==> config.mk <==
export PLATFORM = sky130hd
export DESIGN_NAME = cache_sa
export DESIGN_NICKNAME = d
export VERILOG_FILES = /design/src/rtl/cache_sa.sv
export SDC_FILE = /design/constraint.sdc
export NUM_CORES = 2
export LEC_CHECK = 0
export ABC_AREA = 0
export CAP_MARGIN = 10
export CORE_MARGIN = 3
export CORE_UTILIZATION = 25
export DETAILED_ROUTE_END_ITERATION = 7
export GPL_TIMING_DRIVEN = 0
export PLACE_DENSITY = 0.4
export SYNTH_ARGS = -nofsm -noshare
export SYNTH_HDL_FRONTEND = slang
export SYNTH_SLANG_ARGS = --single-unit
==> constraint.sdc <==
create_clock -name clk_1 -period 8.04 [get_ports clk_1]
set_input_delay 0.804 -clock clk_1 [delete_from_list [all_inputs] [get_ports clk_1]]
set_output_delay 0.804 -clock clk_1 [all_outputs]
set_load 0.02 [all_outputs]
==> src/rtl/cache_sa.sv <==
// cache_sa: set-associative, write-back, write-allocate data cache with LRU replacement.
// Define CACHE_STATS_EN to add saturating hit/miss counters (stat_hits, stat_misses).
module cache_sa #(
  parameter int ADDR_W     = 16,
  parameter int DATA_W     = 8,
  parameter int SETS       = 16,
  parameter int WAYS       = 2,
  parameter int LINE_WORDS = 4
) (
  input  logic              clk_1,
  input  logic              rst,
  input  logic              cpu_req,
  input  logic              cpu_we,
  input  logic [ADDR_W-1:0] cpu_addr,
  input  logic [DATA_W-1:0] cpu_wdata,
  output logic [DATA_W-1:0] cpu_rdata,
  output logic              cpu_ack,
  output logic              cpu_hit,
  output logic              mem_req,
  output logic              mem_we,
  output logic [ADDR_W-1:0] mem_addr,
  output logic [DATA_W-1:0] mem_wdata,
  input  logic [DATA_W-1:0] mem_rdata,
  input  logic              mem_ack
`ifdef CACHE_STATS_EN
  ,
  output logic [15:0]       stat_hits,
  output logic [15:0]       stat_misses
`endif
);

  localparam int OFF_W  = $clog2(LINE_WORDS);
  localparam int IDX_W  = $clog2(SETS);
  localparam int TAG_W  = ADDR_W - IDX_W - OFF_W;
  localparam int OFF_WS = (OFF_W > 0) ? OFF_W : 1;

  typedef enum logic [1:0] {IDLE, WRITEBACK, FILL, RESPOND} state_t;

  function automatic logic [ADDR_W-1:0] line_addr(input logic [TAG_W-1:0]  t,
                                                  input logic [IDX_W-1:0]  i,
                                                  input logic [OFF_WS-1:0] k);
    line_addr = (ADDR_W'({t, i}) << OFF_W) | ADDR_W'(k);
  endfunction

  state_t              state_q, state_d;
  logic [DATA_W-1:0]   data_q  [WAYS][SETS][LINE_WORDS];
  logic                valid_q [WAYS][SETS];
  logic                valid_d [WAYS][SETS];
  logic                dirty_q [WAYS][SETS];
  logic                dirty_d [WAYS][SETS];
  logic [TAG_W-1:0]    tag_q   [WAYS][SETS];
  logic [TAG_W-1:0]    tag_d   [WAYS][SETS];
  logic                lru_q   [SETS];
  logic                lru_d   [SETS];

  logic                way_q, way_d;
  logic [OFF_WS-1:0]   word_q, word_d;
  logic [ADDR_W-1:0]   addr_q, addr_d;
  logic                we_q, we_d;
  logic [DATA_W-1:0]   wdata_q, wdata_d;
  logic                cpu_ack_q, cpu_ack_d;
  logic                cpu_hit_q, cpu_hit_d;
  logic [DATA_W-1:0]   cpu_rdata_q, cpu_rdata_d;
  logic                mem_req_q, mem_req_d;
  logic                mem_we_q, mem_we_d;
  logic [ADDR_W-1:0]   mem_addr_q, mem_addr_d;
  logic [DATA_W-1:0]   mem_wdata_q, mem_wdata_d;

  logic                data_we;
  logic                data_way;
  logic [IDX_W-1:0]    data_idx;
  logic [OFF_WS-1:0]   data_off;
  logic [DATA_W-1:0]   data_wval;

  logic [IDX_W-1:0]    req_idx, cur_idx;
  logic [OFF_WS-1:0]   req_off, cur_off;
  logic [TAG_W-1:0]    req_tag, cur_tag;
  logic                hit, hit_way, victim, found_free, last_word;

  assign req_off = OFF_WS'(cpu_addr & ADDR_W'(LINE_WORDS - 1));
  assign req_idx = IDX_W'(cpu_addr >> OFF_W);
  assign req_tag = TAG_W'(cpu_addr >> (OFF_W + IDX_W));
  assign cur_off = OFF_WS'(addr_q & ADDR_W'(LINE_WORDS - 1));
  assign cur_idx = IDX_W'(addr_q >> OFF_W);
  assign cur_tag = TAG_W'(addr_q >> (OFF_W + IDX_W));
  assign last_word = (word_q == OFF_WS'(LINE_WORDS - 1));

  // Tag compare and victim choice: first invalid way wins, else the LRU way.
  always_comb begin
    hit        = 1'b0;
    hit_way    = 1'b0;
    found_free = 1'b0;
    victim     = (WAYS > 1) ? lru_q[req_idx] : 1'b0;
    for (int w = 0; w < WAYS; w++) begin
      if (valid_q[w][req_idx] && (tag_q[w][req_idx] == req_tag)) begin
        hit     = 1'b1;
        hit_way = 1'(w);
      end
      if (!found_free && !valid_q[w][req_idx]) begin
        found_free = 1'b1;
        victim     = 1'(w);
      end
    end
  end

  always_comb begin
    state_d     = state_q;
    valid_d     = valid_q;
    dirty_d     = dirty_q;
    tag_d       = tag_q;
    lru_d       = lru_q;
    way_d       = way_q;
    word_d      = word_q;
    addr_d      = addr_q;
    we_d        = we_q;
    wdata_d     = wdata_q;
    cpu_ack_d   = 1'b0;
    cpu_hit_d   = 1'b0;
    cpu_rdata_d = cpu_rdata_q;
    mem_req_d   = mem_req_q;
    mem_we_d    = mem_we_q;
    mem_addr_d  = mem_addr_q;
    mem_wdata_d = mem_wdata_q;
    data_we     = 1'b0;
    data_way    = way_q;
    data_idx    = cur_idx;
    data_off    = word_q;
    data_wval   = mem_rdata;

    unique case (state_q)
      IDLE: begin
        if (cpu_req && !cpu_ack_q) begin
          if (hit) begin
            cpu_ack_d = 1'b1;
            cpu_hit_d = 1'b1;
            if (WAYS > 1) lru_d[req_idx] = ~hit_way;
            if (cpu_we) begin
              data_we                  = 1'b1;
              data_way                 = hit_way;
              data_idx                 = req_idx;
              data_off                 = req_off;
              data_wval                = cpu_wdata;
              dirty_d[hit_way][req_idx] = 1'b1;
              cpu_rdata_d              = cpu_wdata;
            end else begin
              cpu_rdata_d = data_q[hit_way][req_idx][req_off];
            end
          end else begin
            addr_d  = cpu_addr;
            we_d    = cpu_we;
            wdata_d = cpu_wdata;
            way_d   = victim;
            word_d  = '0;
            state_d = (valid_q[victim][req_idx] && dirty_q[victim][req_idx]) ? WRITEBACK : FILL;
          end
        end
      end

      // Each word raises mem_req for one handshake; the cycle after mem_ack it is low.
      WRITEBACK: begin
        if (!mem_req_q) begin
          mem_req_d   = 1'b1;
          mem_we_d    = 1'b1;
          mem_addr_d  = line_addr(tag_q[way_q][cur_idx], cur_idx, word_q);
          mem_wdata_d = data_q[way_q][cur_idx][word_q];
        end else if (mem_ack) begin
          mem_req_d = 1'b0;
          if (last_word) begin
            word_d                  = '0;
            dirty_d[way_q][cur_idx] = 1'b0;
            state_d                 = FILL;
          end else begin
            word_d = word_q + 1'b1;
          end
        end
      end

      FILL: begin
        if (!mem_req_q) begin
          mem_req_d  = 1'b1;
          mem_we_d   = 1'b0;
          mem_addr_d = line_addr(cur_tag, cur_idx, word_q);
        end else if (mem_ack) begin
          mem_req_d = 1'b0;
          data_we   = 1'b1;
          if (last_word) begin
            word_d                  = '0;
            valid_d[way_q][cur_idx] = 1'b1;
            dirty_d[way_q][cur_idx] = 1'b0;
            tag_d[way_q][cur_idx]   = cur_tag;
            state_d                 = RESPOND;
          end else begin
            word_d = word_q + 1'b1;
          end
        end
      end

      RESPOND: begin
        cpu_ack_d = 1'b1;
        if (WAYS > 1) lru_d[cur_idx] = ~way_q;
        if (we_q) begin
          data_we                 = 1'b1;
          data_off                = cur_off;
          data_wval               = wdata_q;
          dirty_d[way_q][cur_idx] = 1'b1;
          cpu_rdata_d             = wdata_q;
        end else begin
          cpu_rdata_d = data_q[way_q][cur_idx][cur_off];
        end
        state_d = IDLE;
      end

      default: state_d = IDLE;
    endcase
  end

  always_ff @(posedge clk_1 or negedge rst) begin
    if (!rst) begin
      state_q     <= IDLE;
      way_q       <= 1'b0;
      word_q      <= '0;
      addr_q      <= '0;
      we_q        <= 1'b0;
      wdata_q     <= '0;
      cpu_ack_q   <= 1'b0;
      cpu_hit_q   <= 1'b0;
      cpu_rdata_q <= '0;
      mem_req_q   <= 1'b0;
      mem_we_q    <= 1'b0;
      mem_addr_q  <= '0;
      mem_wdata_q <= '0;
      for (int w = 0; w < WAYS; w++) begin
        for (int s = 0; s < SETS; s++) begin
          valid_q[w][s] <= 1'b0;
          dirty_q[w][s] <= 1'b0;
          tag_q[w][s]   <= '0;
        end
      end
      for (int s = 0; s < SETS; s++) lru_q[s] <= 1'b0;
    end else begin
      state_q     <= state_d;
      way_q       <= way_d;
      word_q      <= word_d;
      addr_q      <= addr_d;
      we_q        <= we_d;
      wdata_q     <= wdata_d;
      cpu_ack_q   <= cpu_ack_d;
      cpu_hit_q   <= cpu_hit_d;
      cpu_rdata_q <= cpu_rdata_d;
      mem_req_q   <= mem_req_d;
      mem_we_q    <= mem_we_d;
      mem_addr_q  <= mem_addr_d;
      mem_wdata_q <= mem_wdata_d;
      valid_q     <= valid_d;
      dirty_q     <= dirty_d;
      tag_q       <= tag_d;
      lru_q       <= lru_d;
    end
  end

  // Line data is plain storage and deliberately survives reset.
  always_ff @(posedge clk_1) begin
    if (data_we) data_q[data_way][data_idx][data_off] <= data_wval;
  end

  assign cpu_ack   = cpu_ack_q;
  assign cpu_hit   = cpu_hit_q;
  assign cpu_rdata = cpu_rdata_q;
  assign mem_req   = mem_req_q;
  assign mem_we    = mem_we_q;
  assign mem_addr  = mem_addr_q;
  assign mem_wdata = mem_wdata_q;

`ifdef CACHE_STATS_EN
  logic [15:0] stat_hits_q, stat_hits_d;
  logic [15:0] stat_misses_q, stat_misses_d;

  // Counters step together with the ack they describe, so they are current when it is seen.
  always_comb begin
    stat_hits_d   = stat_hits_q;
    stat_misses_d = stat_misses_q;
    if (cpu_ack_d && cpu_hit_d && (stat_hits_q != 16'hFFFF))
      stat_hits_d = stat_hits_q + 16'd1;
    if (cpu_ack_d && !cpu_hit_d && (stat_misses_q != 16'hFFFF))
      stat_misses_d = stat_misses_q + 16'd1;
  end

  always_ff @(posedge clk_1 or negedge rst) begin
    if (!rst) begin
      stat_hits_q   <= '0;
      stat_misses_q <= '0;
    end else begin
      stat_hits_q   <= stat_hits_d;
      stat_misses_q <= stat_misses_d;
    end
  end

  assign stat_hits   = stat_hits_q;
  assign stat_misses = stat_misses_q;
`endif

endmodule

==> flow_metrics.py <==
metrics = {
    "placement": {
        "pre_cts_ws_ns": -1.48,
        "gp_congestion": 0.969,
        "postPlaceCellArea_um2": 82400,
        "portBuffers": 70,
        "dp_hpwl_um": 266000,
    },
    "floorplanning": {
        "die_height_um": 551,
        "die_area_um2": 303000,
        "start_util_pct": 25.2,
        "core_um2": 295000,
        "io_pins": 73,
        "num_rows": 199,
        "die_w_um": 551,
    },
    "grt": {
        "grt_max_degree": 100,
        "top_usage_layer": "met2",
        "grt.met1_usage_pct": 30.2,
        "grtUsageTotal_pct": 23.5,
        "grt-ovfl-total": 0,
        "use_met3_pct": 5.20,
        "grt_pass1_wl_um": 481000,
        "grtUsageMet2_pct": 37.4,
        "antenna_found_initial": 26,
        "grt_pass1_vias": 50400,
    },
    "finish": {
        "design_area_um2": 88600,
        "drive_gt1_share_pct": 31.3,
        "syn_to_final_growth_pct": 19.4,
        "nFillCells": 29300,
        "layout_common_cells": "1024 x edfxtp_1, 611 x mux4_2, 466 x dfrtp_1, 414 x mux2i_1, 379 x mux2_2",
        "fin_nets": 5221,
        "layout_commonest_cell": "edfxtp_1",
    },
    "logic_synthesis": {
        "postSynth.asyncResetShare_pct": 31.3,
        "yosysUniqueCellTypes": 69,
        "synth_area_leaders": "edfxtp_1 41%, mux4_2 19%, dfrtp_1 16%, mux2_2 5.8%, mux2i_1 5.6%",
        "synth_fa_ha_area_share_pct": 0.101,
        "avgSynthCellArea_um2": 15.5,
        "synthesis.nets": 4818,
        "synth_area_leader_cell": "edfxtp_1",
        "ys_ff_latch": 1490,
        "synth-simple-area-share_pct": 5.02,
        "synth_edf_count": 1024,
        "ys_warn_count": 0,
        "synth-compound-area-share_pct": 5.07,
        "synth_top_area_share_pct": 41.5,
        "synth_area_um2": 74200,
        "postSynthCellCount": 4775,
        "synth_flop_cell": "edfxtp_1",
        "muxShareOfSynthArea_pct": 29.9,
        "synth_top_family_by_area": "multiplexers",
        "synth-xor-area-share_pct": 0.189,
        "seq_area_frac_synth_pct": 57.2,
    },
    "setup_path": {
        "worstSetupPathType": "primary input to register",
        "crit_path_frequent_cell": "buf_2",
        "slowest_delay_ns": 1.01,
        "arrival_ns": 9.03,
        "start_kind": "primary input",
        "crit_cells": 18,
        "cp_data_required_time_ns": 8.84,
        "cp_slowest_cell": "nor4_1",
        "crit_family": "buffers and inverters",
        "r2r_cells": 14,
        "path_cells": "clkdlybuf4s50_1 > buf_2 > nor2b_1 > clkbuf_2 > a22oi_1 > nand3_1 > a22oi_1 > and4_1 > clkbuf_1 > o211ai_1 > buf_2 > buf_2 > buf_2 > and2_1 > a211oi_1 > nor4_1 > o2111ai_1 > o211ai_1",
        "cp_max_fo": 10,
        "end_kind": "register",
        "crit_start": "cpu_addr[5]",
        "critPathBufInv": 7,
        "timing.rr.start": "tag_q[69]",
    },
    "route": {
        "drt_iter0_drc": 6478,
        "via_per_inst": 5.51,
        "ant_nets": 0,
        "vias": 51000,
        "drt-total-wl_um": 364000,
        "wl_per_cell_um": 39.4,
        "drcViolationCount": 0,
        "first_pass_iters": 5,
    },
    "min_path": {
        "hold_start": "valid_q[16]",
        "hold_depth": 1,
        "hp-class": "register to register",
    },
    "timing": {
        "hold_violations": 0,
        "clock.fmax_mhz": 121,
        "timing.final.ws_setup_ns": -0.197,
        "period_needed_ns": 8.24,
        "hold_ws_ns": 0.461,
        "fin_skew_ns": 0.105,
        "fin_crit_sh_pct": 102,
        "grt_setup_unrepaired": "no",
        "setup_viol": 195,
        "tightest_slew_ns": 1.42,
        "maxSlewViolCount": 0,
        "max_slew_margin_pct": 4.11,
    },
    "clock_tree": {
        "cts_max_level": 4,
        "cts_max_path_buffers": 4,
        "cts_root_buf": "clkbuf_16",
        "clkSlewWorstSetupHoldPaths_ns": 0.06,
        "clock_sinks": 1490,
        "insertion_delay_ns": 0.90,
        "cts_setup_buffers": 0,
        "cts_tree": "done",
        "cts_made_buffers": 187,
    },
    "power": {
        "p_per_area_nw_per_um2": 346,
        "p_leak_nw": 31.4,
        "vdd_drop_max_mv": 0.216,
    },
    "flow_run": {
        "drv_cap": 0,
    },
    "outcome": {
        "outcome": "complete, but fails checks",
        "violations": "setup timing",
    },
}
-- per-layer routing --
| metal | vias up | wire [um] | share of wire, % |
|---|---|---|---|
| met5 | - | 56 | 0.015 |
| li1 | 20000 | - | - |
| met4 | 8 | 22000 | 6.0 |
| met2 | 2662 | 168000 | 46 |
| met3 | 691 | 27400 | 7.5 |
| met1 | 27600 | 147000 | 40 |
-- report_power, final --
group          internal [mW]  total, mW  leakage, nW  switching [mW]
clock                   4.92       8.42         2.91            3.50
combinational           3.71       11.9         12.8            8.21
sequential              9.94       10.3         15.7           0.354
-- area by class of cell --
type / count / area (um^2) / share of cell area (%)
timing repair buffer: 214 / 3090 / 3.48
multi-input combinational: 2853 / 30200 / 34.1
inverter: 14 / 53.8 / 0.0607
tap: 3919 / 4900 / 5.54
clock buffer: 252 / 5190 / 5.86
sequential: 1490 / 42400 / 47.9
antenna: 9 / 22.5 / 0.0254
buffer: 418 / 1940 / 2.19
clock inverter: 77 / 739 / 0.835
-- state kept, by name, indices dropped and copies added, names as in the netlist, 2 cells and up --
signal / flops
data_q: 1024
tag_q: 320
dirty_q: 32
valid_q: 32
addr_q: 16
lru_q: 16
mem_addr: 16
cpu_rdata: 8
mem_wdata: 8
wdata_q: 8
state_q: 2
word_q: 2
-- cells by family after synthesis --
logic type | Yosys count
xor gates and xnor gates | 16
DFF | 1490
and+or+nand+nor | 848
muxes | 1404
adders and majority gates | 6
buffers and inverters | 432
AOI/OAI and AO/OA | 579
-- repair_timing --
action / in CTS / in global routing
hold endpoints to repair: 54 / 0
gates resized for setup: 11 / 6
hold buffers: 1 / 0
endpoints found under the setup margin: 558 / 33
-- cell usage after synthesis, types with 6 or more instances --
cell and instances:
edfxtp_1 1024, mux4_2 611, dfrtp_1 466, mux2i_1 414
mux2_2 379, nand2_1 338, nor2_1 273, clkbuf_1 213
a21oi_1 142, o22ai_1 134, buf_1 113, buf_2 54
nand3_1 46, nor4_1 44, a22oi_1 41, o21ai_0 41
a31oi_1 40, or2_2 35, o21ai_1 33, o221ai_1 32
nor3_1 26, nand2b_1 24, buf_4 23, o211ai_1 22
buf_6 15, inv_1 12, nor2b_1 12, xnor2_1 12
and2_1 11, a22o_1 10, and3_1 10, o2111ai_1 10
o21bai_1 9, a2111oi_0 8, a211oi_1 8, a221oi_1 8
o41a_1 8, or3_1 8, o311ai_0 7, o31a_1 7
ha_1 6
-- worst paths after layout --
kind / endpoint / slack (ns)
min in group asynchronous: tag_q[136] / 0.52
max in group asynchronous: cpu_hit / 5.72
setup reg to reg: cpu_rdata[2] / 1.22
hold reg to reg: valid_q[16] / 0.46
hold / removal: valid_q[16] / 0.46
setup / recovery: cpu_rdata[2] / -0.20
-- through the flow --
stage	TNS (ns)	cells	util, %	power (mW)
after floorplan	0	4775	-	16.0
after global placement	-	8764	27.1	21.4
after detailed placement	-951.45	8896	28.0	22.1
after CTS	0	9226	30.0	30.6
after global routing	0	9239	30.1	31.4
final	-9.73	9246	30.1	30.6
(Power assumes the default switching activity.)
